<file path="config.mk">
export PLATFORM = sky130hd
export DESIGN_NAME = otter_fetch_stage
export DESIGN_NICKNAME = d
export VERILOG_FILES = /design/src/rtl/otter_fetch_stage.sv
export SDC_FILE = /design/constraint.sdc
export NUM_CORES = 1
export LEC_CHECK = 0
export CAP_MARGIN = 10
export CORE_ASPECT_RATIO = 0.7
export CORE_MARGIN = 3
export CORE_UTILIZATION = 30
export DETAILED_ROUTE_END_ITERATION = 8
export SLEW_MARGIN = 20
export SYNTH_ARGS = -nofsm -noshare
export SYNTH_HDL_FRONTEND = slang
export SYNTH_SLANG_ARGS = --single-unit
</file>
<file path="constraint.sdc">
create_clock -name clk -period 10.3 [get_ports clk]
set_input_delay 2.06 -clock clk [delete_from_list [all_inputs] [get_ports clk]]
set_output_delay 2.06 -clock clk [all_outputs]
set_load 0.03 [all_outputs]
</file>
<file path="src/rtl/otter_fetch_stage.sv">
// Instruction-fetch front end for the pipelined OTTER core: owns the PC, drives the
// synchronous-read IMEM and buffers up to two fetched words ahead of IF/ID.
module otter_fetch_stage #(
    parameter logic [31:0] RESET_VEC = 32'h0000_0000,
    parameter logic [31:0] NOP_IR    = 32'h0000_0013
) (
    input  logic        clk,
    input  logic        rst_n,
    output logic [31:0] imem_addr,
    output logic        imem_rden,
    input  logic [31:0] imem_dout,
    input  logic        redirect,
    input  logic [31:0] redirect_pc,
    input  logic        trap,
    input  logic [31:0] trap_pc,
    input  logic        stall,
    output logic        if_valid,
    output logic [31:0] if_pc,
    output logic [31:0] if_ir
);

    logic [31:0] pc_q;
    logic [31:0] infl_pc_q;
    logic        infl_q;
    logic [31:0] buf_pc_q [2];
    logic [31:0] buf_ir_q [2];
    logic        head_q;
    logic        tail_q;
    logic [1:0]  cnt_q;

    logic        flush;
    logic        pop;
    logic        push;
    logic        issue;
    logic [31:0] target;
    logic [2:0]  occ;

    always_comb begin
        flush       = trap | redirect;
        target      = trap ? trap_pc : redirect_pc;
        target[1:0] = 2'b00;
        if_valid    = (cnt_q != 2'd0);
        pop         = if_valid & ~stall & ~flush;
        // Entries that will occupy the buffer next cycle if nothing new is requested.
        occ         = {1'b0, cnt_q} + {2'b00, infl_q} - {2'b00, pop};
        issue       = ~flush & (occ < 3'd2);
        push        = infl_q & ~flush;
        if_pc       = if_valid ? buf_pc_q[head_q] : 32'h0;
        if_ir       = if_valid ? buf_ir_q[head_q] : NOP_IR;
    end

    assign imem_addr = pc_q;
    assign imem_rden = issue & rst_n;

    always_ff @(posedge clk or negedge rst_n) begin
        if (!rst_n) begin
            pc_q      <= RESET_VEC;
            infl_q    <= 1'b0;
            infl_pc_q <= 32'h0;
            head_q    <= 1'b0;
            tail_q    <= 1'b0;
            cnt_q     <= 2'd0;
        end else if (flush) begin
            pc_q   <= target;
            infl_q <= 1'b0;
            head_q <= 1'b0;
            tail_q <= 1'b0;
            cnt_q  <= 2'd0;
        end else begin
            if (issue) begin
                pc_q      <= pc_q + 32'd4;
                infl_q    <= 1'b1;
                infl_pc_q <= pc_q;
            end else begin
                infl_q <= 1'b0;
            end
            if (push) tail_q <= ~tail_q;
            if (pop)  head_q <= ~head_q;
            unique case ({push, pop})
                2'b10:   cnt_q <= cnt_q + 2'd1;
                2'b01:   cnt_q <= cnt_q - 2'd1;
                default: cnt_q <= cnt_q;
            endcase
        end
    end

    // Payload storage needs no reset: cnt_q alone decides what is visible.
    always_ff @(posedge clk) begin
        if (push) begin
            buf_pc_q[tail_q] <= infl_pc_q;
            buf_ir_q[tail_q] <= imem_dout;
        end
    end

`ifndef SYNTHESIS
    always_ff @(posedge clk) begin
        if (rst_n && push && !pop) begin
            assert (cnt_q != 2'd2)
            else $error("fetch buffer overflow: push into full buffer");
        end
    end
`endif

endmodule

</file>
### Word-level counts from Yosys, hierarchy flattened

Memory sizes are Yosys's and may differ from the RTL's.
Index checks and enable logic that the tools add are counted.

| storage, ports and cells | value |
|---|---|
| RAM bits | 128 |
| bits of input ports | 101 |
| output and inout bits | 98 |
| memories kept | 2 |
| register bits after elaboration | 69 |

| operators by class | value |
|---|---|
| eq/ne operators | 2 |
| reductions and logical operators | 6 |
| mux-type cells | 15 |
| $add $sub $neg | 5 |
| order comparisons | 1 |
| bitwise operators | 10 |

Memory list:

| memory | words | bits a word | read ports | clocked after memory_dff | write ports | RTL line | source |
|---|---|---|---|---|---|---|---|
| buf_ir_q | 2 | 32 | 1 | 0 | 1 | 26 | `logic [31:0] buf_ir_q [2];` |
| buf_pc_q | 2 | 32 | 1 | 0 | 1 | 25 | `logic [31:0] buf_pc_q [2];` |

Operators by type and width:

| operator | count |
|---|---|
| $mux W32 | 5 |
| $add A32 B3 Y32 const B | 1 |
| $mux W1 | 8 |
| $reduce_bool A2 Y1 | 4 |
| $and A1 B1 Y1 | 5 |
| $not A1 Y1 | 4 |
| $pmux W2 S2 | 1 |
| $add A2 B1 Y3 | 1 |
| $lt A3 B2 Y1 const B | 1 |
| $reduce_bool A3 Y1 | 1 |
| $sub A3 B1 Y3 | 1 |
| $add A2 B1 Y2 const B | 1 |
| $eq A2 B1 Y1 const B | 1 |
| $eq A2 B2 Y1 const B | 1 |
| $mux W2 | 1 |
| $reduce_and A2 Y1 | 1 |
| $sub A2 B1 Y2 const B | 1 |
| $or A1 B1 Y1 | 1 |

### Depth between registers and ports, before layout

| logic depth | value |
|---|---|
| word-level depth | 8 |
| gate-level depth with buffers | 16 |
| mapped depth without buffers | 12 |

### Worst setup path before layout

OpenSTA, ideal clock, no wires.

| timing | value |
|---|---|
| path kind | input to output |
| start | input port redirect |
| end | output port imem_rden |
| slack | 3.833 ns |
| data required time | 8.240 ns |
| cell stages on the path | 12 |
| data arrival time | 4.407 ns |
| buffers on the path | 3 |
| cells stage by stage | clkbuf_1 > inv_1 > buf_2 > nand2_1 > nor2_1 > and3_1 > o21ai_0 > fa_1 > xnor2_2 > and2_1 > buf_2 > and3_1 |

| between the ends | value |
|---|---|
| word-level cells in the longest chain between the ends | 7 |

Ends and longest elaborated chain:

| element | RTL line | source |
|---|---|---|
| start, declared | 12 | `input logic redirect,` |
| $or A1 B1 Y1 * | 39 | `flush = trap \| redirect;` |
| $not A1 Y1 (no source line) * | -- |  |
| $and A1 B1 Y1 | 43 | `pop = if_valid & ~stall & ~flush;` |
| $sub A3 B1 Y3 | 45 | `occ = {1'b0, cnt_q} + {2'b00, infl_q} - {2'b00, pop};` |
| $lt A3 B2 Y1 | 46 | `issue = ~flush & (occ < 3'd2);` |
| $and A1 B1 Y1 * | 46 |  |
| $and A1 B1 Y1 * | 53 | `assign imem_rden = issue & rst_n;` |
| end, declared | 10 | `output logic imem_rden,` |

Mark *: on every way between the ends. The rest lies on a longest branch, timed or not.

### Worst setup path in the final report

Same ends and word-level chain as after synthesis.

==> impl_results.md <==
- Run status: completed
- Non-Filler Instances: around 1,200
- Core Footprint: roughly 0.027 mm²
- Port bufs: 190
- Pre-antenna DRT Iters: 5
- TritonCTS clock tree: done
- Post-CTS Hold Buffers: 0
- Startpoint types: input pin
- Worst EP arrival: roughly 6 ns
- Clk sink count: about 190
- Unrepaired setup endpoints after global routing: false
- Fmax: about 120 MHz
- Post-synthesis sequential area ratio: about 65%
- Synthesized flop and latch total: approximately 190
- Setup TNS: 0 ns
- Post-CTS Setup Bufs: 0
- Wire per inst: 18.28 µm
- Routed Antenna Nets: 0
- Share of the synthesized area in the top cell type: 45.31%
- Crit Reg-Reg Endpoint: infl_pc_q[22]
- Setup crit end kind: output port
- DIE WIDTH: ~200 µm
- Worst skew pair latency: around 0.43 ns
- Vias in the first global route: 5,762
- Max-Cap Viols: 0
- Synthesis warning total: 0
- Static leakage: 3.905 nW
- Fin crit share: roughly 78%
- Number of synthesized flops with an enable pin: ~120
- Area growth from synthesis to layout: 34.36%
- DIE HEIGHT: 144.5 µm
- Slew @ Worst Pin: between 0.9 and 1 ns
- Quantity of gates resized following cts: 0
- Final hold violation count: 0
- Flop2flop setup slack: 6.83 ns
- Clock Path Buffers: 2
- Placed cell count: ~1,200
- Min-delay worst type: flop to flop
- Critical Path End: imem_rden
- Max Transition Viols Final: 0
- Worst Path Max Fanout: 17
- Via count: roughly 5,800
- Top Ports: 199
- Starting Density: between 30% and 40%
- # nets final: ~960
- Initial drt markers: 305
- Post-synth top area cell: edfxtp_1
- Finished layout cell area: 0.01104 mm²
- Diode count: 0
- CTS buffer count: 17
- R2R depth: 9
- WP data required: approximately 8 ns
- R2r startpoint: cnt_q[1]
- Clk root buf: clkbuf_16
- First-pass GRT wire length: around 34,000 µm
- Vias per cell: approximately 4.7
- Most frequent cells in the layout: clkdlybuf4s50_1 (188), edfxtp_1 (124), nand2_1 (110)
- Synth Area per Inst: 12.17 µm²
- Top cells by area, synth: edfxtp_1 (45%), dfrtp_1 (20%), mux2i_1 (8.5%)
- Post-Route WL: 22,490 µm
- Netlist cell types: 54
- Worst IR Drop VDD: 111.0 µV
- Synth async-reset ratio: approximately a third
- Row count: 50
- Reg clk slew, reported paths: roughly 0.07 ns
- Worst Setup SP: redirect
- HPWL after detailed placement: approximately 15,000 µm
- Layout cells sized above 1: under 10%
- Initial antenna violation count: 0
- H-tree levels: 4
- GRT Util Overall: 15.43%
- Slew HR: a little over a third
- Primary FF master, synth: edfxtp_1
- Overall Power: around 1.8 mW
- Global placer's final weighted congestion: between 0.8 and 0.9
- PD cells: about 160 mW/mm²
- Mapped Cells: slightly below 700
- Most common cell after layout, fill and taps aside: clkdlybuf4s50_1
- Min cycle time layout: around 8.0 ns
- Post-DP Area: ~0.010 mm²
- Worst Skew: 0.007826 ns
- Worst Setup Path Type: input pin to output port
- Die ar.: 0.02945 mm²
- Mapped Area: around 0.0082 mm²
- Remaining Overflow, GRT: 0
- Final setup vio count: 0
- Largest net degree at the start of global routing: 67
- # DRC: 0
area by class of cell:
type / instances / area, µm²
Timing Repair Buffer: 198 / 1972
Inverter: 9 / 33.78
Multi-Input combinational cell: 438 / 2666
Fill cell: 2574 / 15800
Clock buffer: 20 / 446.7
Tap cell: 364 / 455.4
Sequential cell: 189 / 5354
Clock inverter: 12 / 113.9
worst min path at each step:
| stage | startpoint | to | slack, ns | cells after the start |
|---|---|---|---|---|
| finish | infl_pc_q[2] | buf_pc_q[0][2] | 0.47 | 0 |
| global placement | infl_pc_q[7] | buf_pc_q[0][7] | 0.45 | 0 |
| CTS | infl_pc_q[2] | buf_pc_q[0][2] | 0.47 | 0 |
| floorplan | infl_pc_q[10] | buf_pc_q[0][10] | 0.44 | 0 |
| global route | infl_pc_q[5] | buf_pc_q[1][5] | 0.49 | 0 |
| detailed placement | infl_pc_q[2] | buf_pc_q[1][2] | 0.45 | 0 |
registers in the layout, indices dropped and copies added, names as in the netlist:
signal     count
infl_pc_q     30
buf_ir_q      64
cnt_q          2
buf_pc_q      60
imem_addr     30
tail_q         1
head_q         1
infl_q         1
per-layer routing:
layer  up-vias  part of all wire (%)  track usage (%)  wire length [µm]
met2       166                    46            24.17             10250
li1       2768                     -                -                 -
met4         0                  0.76            2.932               170
met5         -                     0                0                 0
met3        12                   5.8            4.274              1305
met1      2854                    48            21.77             10760
per-stage QoR:
stage	hold WS, ns	setup slack [ns]	util, %
floorplan	0.4419	3.833	-
global route	0.4911	2.043	41.14
CTS	0.4667	2.301	41.04
global placement	0.4530	2.335	38.95
detailed placement	0.4545	2.310	38.95
finish	0.4686	2.297	41.14
power by group:
part	internal, mW	switching, mW	total [mW]
clock network	0.343	0.286	0.629
registers	0.859	0.0494	0.909
logic	0.103	0.127	0.230
total	1.31	0.462	1.77
synthesized netlist by cell type, types with 7 or more instances:
library cell / count
a21oi_1: 23
nor3_1: 8
xnor2_1: 17
inv_1: 7
a211oi_1: 11
dfrtp_1: 65
o21ai_0: 17
buf_2: 14
nor2_1: 81
mux2i_1: 70
nor2b_1: 10
nand2_1: 110
and3_1: 11
nand4_1: 8
edfxtp_1: 124
clkbuf_1: 19
nand3_1: 10
worst max-delay path: stages:
cell and delay, ns:
clkdlybuf4s50_1 0.40, buf_4 0.20, inv_1 0.33, nand2_1 0.34, nor2_1 0.21, and3_1 0.22
o21ai_0 0.12, fa_1 0.43, xnor2_2 0.28, and2_1 0.38, and3_1 0.25, clkdlybuf4s50_1 0.70
cell families (layout without fill, tap and decap cells):
kind of cell,Yosys count,in the layout,share of synthesized area [%]
XOR/XNOR,22,22,2.436
other,1,4,0.04563
AND/OR/NAND/NOR,262,262,14.56
buffers and inverters,51,239,2.862
flip-flops,189,189,65.10
multiplexers,71,71,8.663
adder cells (fa/ha/maj),2,2,0.3958
AO/OA/AOI/OAI,77,77,5.938
Power figures use the tool's default switching activity.
==> RTL change, RTL diff (same flow settings) <==
The parameter `NOP_IR` goes from 32'h0000_0013 to 32'h00000009.
--- a/src/rtl/otter_fetch_stage.sv
+++ b/src/rtl/otter_fetch_stage.sv
@@ -4,3 +4,3 @@
     parameter logic [31:0] RESET_VEC = 32'h0000_0000,
-    parameter logic [31:0] NOP_IR    = 32'h0000_0013
+    parameter logic [31:0] NOP_IR    = 32'h00000009
 ) (
Behaviour: not the same (Yosys sat finds a counterexample within 4 cycles, from zero or initial values and one cycle with rst_n low).
==> RTL change against the unedited design <==
Sequential share of layout area is essentially flat. Sequential cell count is the same. Area after synthesis is essentially flat. Count of clock-buffer cells in the layout grew 2. Critical path depth is the same. Power grew 1.1%. Register-to-register slack lost 0.11 ns. Design area shrank 0.10%. Global-route usage is essentially flat. Wire length is essentially flat. Clock power grew 3.7%. Setup slack lost 0.14 ns. Highest routed layer is now met5.
==> RTL change: results (changes against the unedited design) <==
Parameter                              Value

Finish
  Clock network area share    5.184% (was 5.077%)
  Multi-input gate count    438 (unchanged)
  Fraction of layout cells with a size suffix above 1    6.012% (was 6.236%)
  Multi-input combinational area share    24.17% (was 24.15%)
  Data-path buffer share of cell area in the final layout    17.63% (was 17.86%)
  Clock buffers    22 (was 20)
  Number of nets at the end of the flow    955 (was 956)
  Antenna Cells    2 (was 0)
  Count of plain and timing-repair buffers    197 (was 198)
  Count of fill cells added during filler insertion    2572 (was 2574)

Global routing
  All-layer global routing usage    15.39% (was 15.43%)
  Number of global-route vias before repair    5834 (was 5762)
  Met3 Resource Use GR    4.252% (was 4.274%)
  Met1 Use GR    22.21% (was 21.77%)
  Initial antenna violation count    3 (was 0)
  Global-route wire length before repair    34380 um (was 34210 um)
  Global routing usage on met2    22.82% (was 24.17%)

Setup path
  Arrival time reported for the critical path endpoint    6.09 ns (was 5.94 ns)
  R2R setup slack    6.72 ns (was 6.83 ns)
  FF-to-FF End    infl_pc_q[17] (was infl_pc_q[22])

STA
  Skew final    0.01216 ns (was 0.007826 ns)
  Hold WS    0.4718 ns (was 0.4686 ns)
  Transition time at the pin with the least slew margin    0.9756 ns (was 0.9744 ns)

Clock tree
  Cts bufs inserted    17 (unchanged)
  Library cell used as clock root buffer    sky130_fd_sc_hd__clkbuf_16 (unchanged)
  H-tree lvl count    4 (unchanged)
  Insertion delay to the later sink of the worst-skew pair    0.43 ns (about the same)

Synth
  Number of distinct library cells after synthesis    53 (was 54)
  Sequential-to-total area share from yosys stat    65.07% (was 65.10%)
  Leading cell types by total area after synthesis    sky130_fd_sc_hd__edfxtp_1 45%, sky130_fd_sc_hd__dfrtp_1 20%, sky130_fd_sc_hd__mux2i_1 8.5% (unchanged)
  Average footprint of a synthesized cell    12.18 um2 (was 12.17 um2)
  Most frequent cells after synthesis    124 x sky130_fd_sc_hd__edfxtp_1, 109 x sky130_fd_sc_hd__nand2_1, 82 x sky130_fd_sc_hd__nor2_1 (was 124 x sky130_fd_sc_hd__edfxtp_1, 110 x sky130_fd_sc_hd__nand2_1, 81 x sky130_fd_sc_hd__nor2_1)

Outcome
  Status    completed (unchanged)

Hold path
  Hold Path Class    flop to flop (unchanged)
  Hold worst-path end    buf_pc_q[1][8] (was buf_pc_q[0][2])
  Hold wc startpoint    infl_pc_q[8] (was infl_pc_q[2])

Routing
  First DRT Iteration DRCs    373 (was 305)
  Post-Route WL    22500 um (was 22490 um)
  Vias per cell    4.754 (was 4.715)
  Detailed Routing Iterations Pass 1    4 (was 5)
  Routed WL per cell    18.28 um (about the same)

Placed design
  RD Place Congestion    0.7979 (was 0.8402)
  Input/output buffers    190 (unchanged)
  Detailed placer's ending HPWL    14930 um (was 15060 um)

Pwr
  Design internal power    1.328 mW (was 1.306 mW)
  Leak Pwr    3.902 nW (was 3.905 nW)
  Max rail drop VDD    0.1247 mV (was 0.1110 mV)
==> RTL change: per-stage QoR <==
stage	power [mW]	area (um2)	setup slack, ns
after CTS	1.811	11030	2.179
after global placement	1.148	10450	2.286
after global routing	1.869	11030	1.886
after floorplan	1.028	8233	3.833
after detailed placement	1.153	10450	2.194
final	1.787	11030	2.154
==> RTL change: cells by family after synthesis <==
family	Yosys count	share of synthesized area [%]
other	1	0.04561
and+or+nand+nor	262	14.55
adders and majority gates	2	0.3957
muxes	71	8.659
xor gates and xnor gates	22	2.435
buffers and inverters	51	2.907
DFF	189	65.07
AOI/OAI and AO/OA	77	5.935
==> RTL change: critical path, stage by stage <==
cell and delay [ns]:
sky130_fd_sc_hd__clkdlybuf4s50_1 0.40, sky130_fd_sc_hd__buf_4 0.20, sky130_fd_sc_hd__inv_1 0.41, sky130_fd_sc_hd__nand2_1 0.40, sky130_fd_sc_hd__nor2_1 0.22, sky130_fd_sc_hd__and3_1 0.22
sky130_fd_sc_hd__o21ai_0 0.12, sky130_fd_sc_hd__fa_1 0.43, sky130_fd_sc_hd__xnor2_2 0.29, sky130_fd_sc_hd__and2_1 0.42, sky130_fd_sc_hd__and3_1 0.22, sky130_fd_sc_hd__clkdlybuf4s50_1 0.67
==> RTL change: per-layer routing <==
metal	vias up	part of all wire (%)	routed length, um
met5	-	0.058	13
met4	2	1.6	360
met1	2885	49	11000
li1	2771	-	-
met2	174	44	9807
met3	20	5.8	1313
==> RTL change: power groups by stage <==
stage | sequential [mW] | clock, mW | combinational, mW
final | 0.904 | 0.652 | 0.232
after global routing | 0.911 | 0.706 | 0.252
after CTS | 0.904 | 0.673 | 0.234
after detailed placement | 0.920 | 0 | 0.233
after global placement | 0.918 | 0 | 0.230
after floorplan | 0.929 | 0 | 0.0993
